### src/rtl/vc_arbiter_wrr_pkg.sv
// Shared definitions for the two-VC weighted round-robin arbiter:
// FSM state encodings, default sizing and the eligibility helper.
package vc_arbiter_wrr_pkg;

  localparam int DEFAULT_DATA_W = 6;
  localparam int DEFAULT_WEIGHT = 4;

  localparam logic [1:0] ARB_IDLE    = 2'd0;
  localparam logic [1:0] ARB_ACTIVE  = 2'd1;
  localparam logic [1:0] ARB_BLOCKED = 2'd2;

  // A VC may be served only if its head exists and its destination can accept a word.
  function automatic logic vc_eligible(input logic empty, input logic dest,
                                       input logic af0, input logic af1);
    return !empty && !(dest ? af1 : af0);
  endfunction

endpackage

### src/rtl/vc_arbiter_wrr_counter.sv
// Weight counter: counts consecutive VC0 grants taken while VC1 was waiting.
// Cleared whenever VC1 is served or has nothing queued.
module wrr_counter
  import vc_arbiter_wrr_pkg::*;
#(
  parameter int WEIGHT = DEFAULT_WEIGHT
) (
  input  logic       clk,
  input  logic       reset,
  input  logic       grant0_i,
  input  logic       grant1_i,
  input  logic       elig1_i,
  input  logic       vc1_empty_i,
  output logic [2:0] wcnt_o
);

  logic [2:0] wcnt_q;
  logic [2:0] wcnt_d;

  always_comb begin
    wcnt_d = wcnt_q;
    if (grant1_i || vc1_empty_i) begin
      wcnt_d = 3'd0;
    end else if (grant0_i && elig1_i && (wcnt_q < 3'(WEIGHT))) begin
      wcnt_d = wcnt_q + 3'd1;
    end
  end

  always_ff @(posedge clk) begin
    if (reset) begin
      wcnt_q <= 3'd0;
    end else begin
      wcnt_q <= wcnt_d;
    end
  end

  assign wcnt_o = wcnt_q;

endmodule

### src/rtl/vc_arbiter_wrr.sv
// Two-VC weighted round-robin arbiter feeding two destinations.
// Pops are combinational; the granted word and its push appear one cycle later.
module vc_arbiter_wrr
  import vc_arbiter_wrr_pkg::*;
#(
  parameter int DATA_W = DEFAULT_DATA_W,
  parameter int WEIGHT = DEFAULT_WEIGHT
) (
  input  logic              clk,
  input  logic              reset,
  input  logic [DATA_W-1:0] VC0_data,
  input  logic [DATA_W-1:0] VC1_data,
  input  logic              VC0_empty,
  input  logic              VC1_empty,
  input  logic              D0_almost_full,
  input  logic              D1_almost_full,
  output logic              pop_VC0,
  output logic              pop_VC1,
  output logic [DATA_W-1:0] data_out,
  output logic              push_D0,
  output logic              push_D1,
  output logic [1:0]        arb_state
);

  logic              elig0;
  logic              elig1;
  logic              grant0;
  logic              grant1;
  logic [2:0]        wcnt;
  logic [DATA_W-1:0] data_q, data_d;
  logic              push0_q, push0_d;
  logic              push1_q, push1_d;
  logic [1:0]        state_q, state_d;

  assign elig0 = vc_eligible(VC0_empty, VC0_data[DATA_W-1], D0_almost_full, D1_almost_full);
  assign elig1 = vc_eligible(VC1_empty, VC1_data[DATA_W-1], D0_almost_full, D1_almost_full);

  // VC0 wins ties until it has used its weight while VC1 waited.
  always_comb begin
    grant0 = elig0 && (!elig1 || (wcnt != 3'(WEIGHT))) && !reset;
    grant1 = elig1 && !grant0 && !reset;
  end

  assign pop_VC0 = grant0;
  assign pop_VC1 = grant1;

  wrr_counter #(
    .WEIGHT(WEIGHT)
  ) u_wrr_counter (
    .clk        (clk),
    .reset      (reset),
    .grant0_i   (grant0),
    .grant1_i   (grant1),
    .elig1_i    (elig1),
    .vc1_empty_i(VC1_empty),
    .wcnt_o     (wcnt)
  );

  always_comb begin
    data_d  = data_q;
    push0_d = 1'b0;
    push1_d = 1'b0;
    if (grant0) begin
      data_d  = VC0_data;
      push0_d = !VC0_data[DATA_W-1];
      push1_d = VC0_data[DATA_W-1];
    end else if (grant1) begin
      data_d  = VC1_data;
      push0_d = !VC1_data[DATA_W-1];
      push1_d = VC1_data[DATA_W-1];
    end
  end

  always_comb begin
    if (grant0 || grant1) begin
      state_d = ARB_ACTIVE;
    end else if (VC0_empty && VC1_empty) begin
      state_d = ARB_IDLE;
    end else begin
      state_d = ARB_BLOCKED;
    end
  end

  always_ff @(posedge clk) begin
    if (reset) begin
      data_q  <= '0;
      push0_q <= 1'b0;
      push1_q <= 1'b0;
      state_q <= ARB_IDLE;
    end else begin
      data_q  <= data_d;
      push0_q <= push0_d;
      push1_q <= push1_d;
      state_q <= state_d;
    end
  end

  assign data_out  = data_q;
  assign push_D0   = push0_q;
  assign push_D1   = push1_q;
  assign arb_state = state_q;

endmodule
### config.mk
export PLATFORM = sky130hd
export DESIGN_NAME = vc_arbiter_wrr
export DESIGN_NICKNAME = d
export VERILOG_FILES = /design/src/rtl/vc_arbiter_wrr_pkg.sv /design/src/rtl/vc_arbiter_wrr_counter.sv /design/src/rtl/vc_arbiter_wrr.sv
export SDC_FILE = /design/constraint.sdc
export NUM_CORES = 1
export LEC_CHECK = 0
export ABC_AREA = 1
export BUFFER_PORTS_ARGS = -buffer_cell sky130_fd_sc_hd__buf_2
export CAP_MARGIN = 10
export CORE_AREA = 5 5 51 53
export CTS_CLUSTER_DIAMETER = 120
export DETAILED_ROUTE_END_ITERATION = 16
export DIE_AREA = 0 0 56 58
export SLEW_MARGIN = 20
export SYNTH_ARGS = -nofsm -noshare
export SYNTH_HDL_FRONTEND = slang
export SYNTH_SLANG_ARGS = --single-unit
### constraint.sdc
create_clock -name clk -period 3.06 [get_ports clk]
set_clock_uncertainty 0.05 [all_clocks]
set_input_delay 0.612 -clock clk [delete_from_list [all_inputs] [get_ports clk]]
set_output_delay 0.612 -clock clk [all_outputs]
set_load 0.01 [all_outputs]
==> impl_metrics.tcl, run 1 <==
set metrics [dict create \
    endpoint "pop_VC1" \
    die_h_microns 58 \
    cts.htree.levels 1 \
    whs_path_depth 2 \
    p_per_area_nw_per_um2 404.2 \
    drive_gt1_share_pct 32.06 \
    io_buffers 29 \
    relSlewSlack_pct 81.57 \
    via_count 703 \
    synth_fa_ha_area_share_pct 3.565 \
    power_mw 0.3611 \
    rows 17 \
    cp_slowest_stage_delay_ns 0.20 \
    reg2reg_slack_ns 1.62 \
    critical_path_class "in -> out" \
    crit-reg2reg-launch "u_wrr_counter.wcnt_o[0]$_SDFFE_PP0P_" \
    routed_wl_mm 1.704 \
    io_pins 30 \
    synthXorXnorAreaFrac_pct 0 \
    grt_max_degree 17 \
    cts_tree "yes" \
    yosysTopAreaCell "dfxtp_1" \
    yosys-top-cells-area "dfxtp_1 37%, nand2_1 17%, inv_1 7.5%" \
    grt_overflow 0 \
    layout_commonest_cell "nand2_1" \
    r2r_end "u_wrr_counter.wcnt_o[2]$_SDFFE_PP0P_" \
    start_kind "primary input" \
    holdCritPathClass "reg -> reg" \
    status "finished clean" \
    layout_common_cells "32 x nand2_1, 29 x buf_2, 14 x inv_1, 13 x dfxtp_1, 9 x nor2_1" \
    cp.required_ns 2.40 \
    max_slew.worst_pin.slew_ns 0.2762 \
    route.detailed.drc 0 \
    cts_hold_buf 0 \
    grt_pass1_vias 695 \
    path_cells "buf_2, inv_1, nand2_1, nand3_2, clkinv_2, nand2_4, nand2_1, inv_1, buf_2" \
    synthToLayoutAreaGrowth_pct 27.27 \
    antennaDiodeCount 0 \
    synth-simple-area-share_pct 45.63 \
    cts_resized 0 \
    viasPerCell 4.421 \
    multi_input_area_sq_um 369.1 \
    grt_first_pass_wirelength_mm 2.987 \
    coreArea_sq_um 2106 \
    synth_area_sq_um 701.9 \
    rsz0062_at_grt "false" \
    final_util_pct 42.42 \
    tns_ns 0 \
    post-route-period-util_pct 73.64 \
    fillers 251 \
    report.final.slew_viol_count 0 \
    start_util_pct 33.33 \
    ys_warn_count 0 \
    wl_per_cell_microns 10.72 \
    insertion_delay_ns 0.26 \
    drv_cap 0 \
    grtUsageTotal_pct 11.58 \
    syn_area_per_cell_sq_um 7.090 \
    synth.top_cell.area_share_pct 37.08 \
    synthMuxAreaShare_pct 0 \
    peakVddDrop_mv 0.2285 \
    gpl.final_weighted_congestion 0.8050 \
    crit_fanout 16 \
    fmax_ghz 0.4438 \
    leakage_nw 0.5041 \
    cp_slowest_cell "nand2_4" \
    dp_hpwl_mm 1.387 \
    drt_first_pass_iters 4 \
    cts_num_sinks 13 \
    synthesis.nets 119 \
    nets 152 \
    r2r_cells 9 \
    cp-end-kind "output port" \
    path_clk_slew_ns 0.07 \
    final.min_clock_period_ns 2.253 \
    post-cts-setup-buffer-count 0 \
    cts_buffer_depth 2 \
    numCtsBuffers 3 \
    seq_area_sq_um 260.3 \
    first_iter_violations 6 \
    startpoint "VC0_data[5]" \
    antenna_found_initial 0 \
    critical_path_arrival_ns 1.59 \
    finalSetupViolCount 0 \
    fp.dieW_microns 56 \
    final_antenna_net_count 0 \
    dieArea_sq_um 3248 \
    ys_seq_area_share_pct 37.08 \
    root_buffer "clkbuf_4" \
    syn_inst 99 \
    synth_top_family_by_area "simple AND/OR/NAND/NOR gates" \
    final_hold_viol_count 0 \
    hold_ws_ns 0.4271 \
    synth_compound_area_share_pct 3.387 \
    ys_types 17 \
    synth_seq_cells 13 \
]
[sequential cells by signal, summed over array words and instances, names as in the netlist]
signal,flops
data_out,6
u_wrr_counter.wcnt_o,3
arb_state,2
push_D0,1
push_D1,1
[metrics by stage]
stage | setup WS [ns] | area [sq um] | cells
6_report | 0.8066 | 893.4 | 159
5_1_grt | 0.6587 | 893.4 | 159
4_1_cts | 0.7935 | 893.4 | 159
3_5_place_dp | 0.7992 | 867.1 | 155
3_3_place_gp | 0.8246 | 867.1 | 155
2_1_floorplan | 1.143 | 701.9 | 99
[cells in the mapped netlist (all sizes together)]
cell,n
dfxtp,13
nor3,1
ha,2
nand4,7
nor2,9
clkinv,1
buf,1
inv,14
o21ai,2
nand3,11
a21oi,2
nand2,36
[area by class of cell]
| type | instances | area share (%) |
|---|---|---|
| clock buffer | 4 | 2.941 |
| inverter | 15 | 6.443 |
| multi-input combinational | 70 | 41.32 |
| sequential | 13 | 29.13 |
| tap | 28 | 3.922 |
| timing repair buffer | 29 | 16.25 |
[how the worst min path moves through the flow]
stage,from,endpoint,slack (ns)
6_report,data_out[0]$_SDFFE_PP0P_,data_out[0]$_SDFFE_PP0P_,0.43
5_1_grt,data_out[4]$_SDFFE_PP0P_,data_out[4]$_SDFFE_PP0P_,0.45
4_1_cts,data_out[5]$_SDFFE_PP0P_,data_out[5]$_SDFFE_PP0P_,0.43
3_5_place_dp,data_out[5]$_SDFFE_PP0P_,data_out[5]$_SDFFE_PP0P_,0.42
3_3_place_gp,data_out[0]$_SDFFE_PP0P_,data_out[0]$_SDFFE_PP0P_,0.41
2_1_floorplan,data_out[0]$_SDFFE_PP0P_,data_out[0]$_SDFFE_PP0P_,0.44
[worst max-delay path, delay by kind of cell]
kind,cells,cell delay [ns]
and+or+nand+nor,4,0.47
buffers and inverters,5,0.49
[routing by layer]
metal	wire, microns	global-route usage (%)	share of wire (%)	up-vias
met1	809	14.25	47	294
li1	-	-	-	382
met4	13	5.085	0.76	0
met3	137	4.454	8.0	2
met5	0	0	0	-
met2	743	18.03	44	25
[kinds of logic after synthesis]
family / Yosys count
AO/OA/AOI/OAI: 4
AND/OR/NAND/NOR: 64
adder cells (fa/ha/maj): 2
flip-flops: 13
buffers and inverters: 16
[report_power, final]
group	internal [mW]	total [mW]	switching, mW
Clock	0.0504	0.101	0.0510
Combinational	0.0295	0.0744	0.0449
Sequential	0.181	0.185	0.00448
Total	0.261	0.361	0.100
Note: power is estimated with default switching activity, not from simulation.
==> inputs of run 2 (changes only) <==
==> constraint.sdc (replaced) <==
create_clock -name clk -period 2 [get_ports clk]
set_clock_uncertainty 0.05 [all_clocks]
set_input_delay 0.4 -clock clk [delete_from_list [all_inputs] [get_ports clk]]
set_output_delay 0.4 -clock clk [all_outputs]
set_load 0.01 [all_outputs]
==> impl_metrics.tcl, run 2 (synthesized netlist as in run 1, its figures left out) <==
set metrics [dict create \
    status "finished clean" \
    drt_first_pass_iters 4 \
    cp-end-kind "output port" \
    drv_cap 0 \
    gpl.final_weighted_congestion 0.7986 \
    antenna_found_initial 0 \
    critical_path_arrival_ns 1.44 \
    r2r_cells 13 \
    cp_slowest_cell "dfxtp_2" \
    start_kind "flip-flop" \
    grt_first_pass_wirelength_mm 3.022 \
    post-route-period-util_pct 94.28 \
    fp.dieW_microns 56 \
    grt_pass1_vias 670 \
    layout_common_cells "32 x nand2_1, 29 x buf_2, 14 x buf_4, 13 x inv_1, 12 x dfxtp_1" \
    io_pins 30 \
    holdCritPathClass "in -> reg" \
    drive_gt1_share_pct 40.41 \
    rows 17 \
    cp.required_ns 1.55 \
    synthToLayoutAreaGrowth_pct 45.28 \
    peakVddDrop_mv 0.2688 \
    coreArea_sq_um 2106 \
    crit-reg2reg-launch "u_wrr_counter.wcnt_o[0]$_SDFFE_PP0P_" \
    crit_buf_inv 4 \
    dieArea_sq_um 3248 \
    post-place-ws_ns 0.1738 \
    finalSetupViolCount 0 \
    cp.depth 9 \
    die_h_microns 58 \
    critical_path_class "reg -> out" \
    routed_wl_mm 1.962 \
    crit_family "flip-flops" \
    cts.htree.levels 1 \
    p_per_area_nw_per_um2 563.1 \
    max_slew.worst_pin.slew_ns 0.2762 \
    first_iter_violations 13 \
    endpoint "pop_VC1" \
    final.min_clock_period_ns 1.886 \
    route.detailed.drc 0 \
    via_count 793 \
    numCtsBuffers 3 \
    final_hold_viol_count 0 \
    cts_tree "yes" \
    r2r_end "data_out[1]$_SDFFE_PP0P_" \
    relSlewSlack_pct 81.56 \
    final_util_pct 48.43 \
    cp_slowest_stage_delay_ns 0.35 \
    antennaDiodeCount 0 \
    leakage_nw 0.5675 \
    largest_reg_flops 6 \
    root_buffer "clkbuf_4" \
    reg2reg_slack_ns 0.40 \
    cts_hold_buf 0 \
    insertion_delay_ns 0.27 \
    layout_commonest_cell "nand2_1" \
    grtUsageTotal_pct 11.91 \
    path_cells "inv_1, ha_1, nand2_1, inv_2, nand3_4, nand2_8, nand2_1, inv_1, buf_2" \
    crit_fanout 5 \
    rsz0062_at_grt "false" \
    dp_hpwl_mm 1.447 \
    io_buffers 29 \
    startpoint "u_wrr_counter.wcnt_o[0]$_SDFFE_PP0P_" \
    grt_overflow 0 \
    final_antenna_net_count 0 \
    finalWorstSetupSlack_ns 0.1143 \
    cts_buffer_depth 2 \
    wl_per_cell_microns 11.28 \
    grt_max_degree 17 \
    start_util_pct 33.33 \
    path_clk_slew_ns 0.08 \
    nets 167 \
    fmax_ghz 0.5303 \
    report.final.slew_viol_count 0 \
    viasPerCell 4.557 \
    tns_ns 0 \
    cts_num_sinks 13 \
]
-- run 2: cell types whose count changed in the layout (fill, tap and decap cells not counted) --
cell | before | now
dfxtp_2 | 0 | 1
buf_4 | 0 | 14
inv_1 | 14 | 13
inv_2 | 0 | 1
nand2_8 | 0 | 1
dfxtp_1 | 13 | 12
-- run 2: per-stage QoR --
step | hold WS (ns) | power, mW | std cells | area [sq um]
floorplan | 0.4366 | 0.3564 | 99 | 701.9
global placement | 0.4144 | 0.4060 | 156 | 874.6
detailed placement | 0.4188 | 0.4077 | 156 | 874.6
global route | 0.2784 | 0.6111 | 174 | 1020
finish | 0.2616 | 0.5742 | 174 | 1020
CTS | 0.2545 | 0.5693 | 160 | 910.9
-- run 2: final cells by class --
type                    instances  area (sq um)
repair buffers                 43         250.2
inverters                      15         57.56
flip-flops and latches         13         261.5
well taps                      28         35.03
multi-input cells              71         389.1
clock buffers                   4         26.28
fillers                       233          1086
-- run 2: power by group --
part | internal (mW) | switching, mW
registers | 0.277 | 0.00807
clock network | 0.0772 | 0.0831
logic | 0.0555 | 0.0735
-- run 2: worst min-delay path by stage --
stage / endpoint / slack (ns) / cells after the start / from
floorplan: arb_state[1]$_SDFF_PP0_ / 0.44 / 1 / VC0_empty
global placement: data_out[0]$_SDFFE_PP0P_ / 0.41 / 2 / data_out[0]$_SDFFE_PP0P_
detailed placement: data_out[5]$_SDFFE_PP0P_ / 0.42 / 2 / data_out[5]$_SDFFE_PP0P_
CTS: arb_state[1]$_SDFF_PP0_ / 0.25 / 2 / VC0_empty
global route: arb_state[1]$_SDFF_PP0_ / 0.28 / 2 / VC0_empty
finish: arb_state[1]$_SDFF_PP0_ / 0.26 / 2 / VC0_empty
-- run 2: routing by layer --
layer,wire (microns),GRT usage (%),up-vias
li1,-,-,416
met1,869,15.32,346
met2,929,18.03,27
met3,143,4.232,4
met4,19,5.085,0
met5,0,0,-
-- run 2: timing repair --
action                                  in CTS  in global routing
resized for setup                            2                  1
buffers inserted                             0                 13
endpoints found under the setup margin       1                  2
pin swaps                                    0                  2
gates cloned                                 0                  1
==> inputs of run 3 (changes only) <==
--- a/config.mk
+++ b/config.mk
@@ -8,10 +8,13 @@
 export ABC_AREA = 1
 export BUFFER_PORTS_ARGS = -buffer_cell sky130_fd_sc_hd__buf_2
 export CAP_MARGIN = 10
-export CORE_AREA = 5 5 51 53
+export CELL_PAD_IN_SITES_DETAIL_PLACEMENT = 1
+export CELL_PAD_IN_SITES_GLOBAL_PLACEMENT = 1
+export CORE_AREA = 5 5 44 75
 export CTS_CLUSTER_DIAMETER = 120
 export DETAILED_ROUTE_END_ITERATION = 16
-export DIE_AREA = 0 0 56 58
+export DIE_AREA = 0 0 49 80
+export PLACE_DENSITY_LB_ADDON = 0.1
 export SLEW_MARGIN = 20
 export SYNTH_ARGS = -nofsm -noshare
 export SYNTH_HDL_FRONTEND = slang
==> impl_metrics.tcl, run 3 (synthesized netlist as in run 1, its figures left out) <==
set metrics [dict create \
    cp-end-kind "output port" \
    die_h_microns 80 \
    insertion_delay_ns 0.25 \
    antenna_found_initial 0 \
    cts_buffer_depth 2 \
    post-route-period-util_pct 93.82 \
    path_clk_slew_ns 0.05 \
    p_sw_share_pct 27.92 \
    r2r_cells 12 \
    max_slew.worst_pin.slew_ns 0.2946 \
    leakage_nw 0.5344 \
    r2r_end "data_out[3]$_SDFFE_PP0P_" \
    layout_common_cells "32 x nand2_1, 29 x buf_2, 14 x inv_1, 12 x dfxtp_1, 9 x nor2_1" \
    final_util_pct 36.14 \
    via_count 768 \
    status "finished clean" \
    finalSetupViolCount 0 \
    drt_first_pass_iters 4 \
    dp_hpwl_mm 1.800 \
    gpl.final_weighted_congestion 0.7963 \
    routed_wl_mm 2.200 \
    grtUsageTotal_pct 11.99 \
    final.min_clock_period_ns 1.876 \
    crit-reg2reg-launch "u_wrr_counter.wcnt_o[0]$_SDFFE_PP0P_" \
    p_int_mw 0.4684 \
    viasPerCell 4.712 \
    crit_fanout 4 \
    report.final.slew_viol_count 0 \
    coreArea_sq_um 2628 \
    p_per_area_nw_per_um2 684.2 \
    reg2reg_slack_ns 0.43 \
    cts_hold_buf 0 \
    io_buffers 29 \
    clockPowerShare_pct 37.2 \
    first_iter_violations 13 \
    grt_max_degree 12 \
    cts.htree.levels 1 \
    start_kind "flip-flop" \
    cts_num_sinks 13 \
    relSlewSlack_pct 80.34 \
    critical_path_class "reg -> out" \
    critical_path_arrival_ns 1.43 \
    layout_commonest_cell "nand2_1" \
    grt_first_pass_wirelength_mm 3.622 \
    nets 157 \
    drive_gt1_share_pct 35.29 \
    hold_path_startpoint "VC0_empty" \
    rows 25 \
    peakVddDrop_mv 0.2129 \
    fp.dieW_microns 49 \
    final_hold_viol_count 0 \
    holdCritPathClass "in -> reg" \
    comb_power_share_pct 19.0 \
    seq_power_share_pct 43.8 \
    synthToLayoutAreaGrowth_pct 35.29 \
    hold-path-endpoint "arb_state[1]$_SDFF_PP0_" \
    route.detailed.drc 0 \
    final_antenna_net_count 0 \
    wl_per_cell_microns 13.50 \
    drv_cap 0 \
    root_buffer "clkbuf_8" \
    largest_reg_flops 6 \
    fmax_ghz 0.5329 \
    numCtsBuffers 3 \
    cp.required_ns 1.55 \
    grt_pass1_vias 799 \
    grt_overflow 0 \
    dieArea_sq_um 3920 \
    antennaDiodeCount 0 \
    p_switching_mw 0.1814 \
    cts_tree "yes" \
    whs_path_depth 2 \
    io_pins 30 \
    power_mw 0.6498 \
    start_util_pct 26.71 \
]
## run 3: timing repair
action,4_1_cts,5_1_grt
resized for setup,1,0
pin swaps,0,1
setup endpoints to repair,1,1
buffers inserted,0,3
## run 3: layer usage
layer	part of all wire (%)	routed length, microns	track usage (%)	vias to the layer above
met4	1.9	42	5.660	0
met5	0	0	0	-
li1	-	-	-	386
met1	35	767	11.21	363
met2	59	1306	23.69	14
met3	3.8	84	2.430	5
## run 3: how the worst max path moves through the flow
stage / startpoint / end / slack (ns) / depth (start not counted)
after global routing: u_wrr_counter.wcnt_o[0]$_SDFFE_PP0P_ / pop_VC0 / -0.004 / 9
after CTS: u_wrr_counter.wcnt_o[1]$_SDFFE_PP0P_ / pop_VC1 / 0.03 / 9
after detailed placement: VC1_data[5] / pop_VC1 / 0.19 / 7
after global placement: VC1_data[5] / pop_VC1 / 0.23 / 7
final: u_wrr_counter.wcnt_o[0]$_SDFFE_PP0P_ / pop_VC0 / 0.12 / 9
after floorplan: u_wrr_counter.wcnt_o[0]$_SDFFE_PP0P_ / pop_VC0 / 0.47 / 8
## run 3: power by group through the flow
stage               Clock [mW]  Combinational [mW]  Sequential (mW)
detailed placement           0               0.123            0.290
floorplan                    0              0.0572            0.299
global route             0.263               0.139            0.286
global placement             0               0.122            0.289
finish                   0.242               0.124            0.284
CTS                      0.252               0.124            0.285
## run 3: final cells by class
cell class / instances / area, sq um
fill: 360 / 1678
sequential: 13 / 261.5
multi-input combinational: 70 / 369.1
inverter: 15 / 57.56
timing repair buffer: 34 / 182.7
tap: 27 / 33.78
clock buffer: 4 / 45.04
## run 3: per-stage QoR
stage	instances	area [sq um]	hold WS [ns]	setup slack, ns	TNS [ns]
floorplan	99	701.9	0.4366	0.4659	0
global placement	156	880.8	0.4070	0.2317	0
detailed placement	156	880.8	0.4152	0.1950	0
CTS	160	927.1	0.2952	0.02636	0
global route	163	949.7	0.3073	-0.003867	-0.007310
finish	163	949.7	0.2961	0.1236	0
## run 3: worst max-delay path: stages (launching register included)
cell	delay [ns]
dfxtp_2	0.35
inv_1	0.06
ha_1	0.21
nand2_1	0.07
inv_1	0.06
nand3_4	0.09
nand2_4	0.05
buf_4	0.14
inv_1	0.05
buf_2	0.12
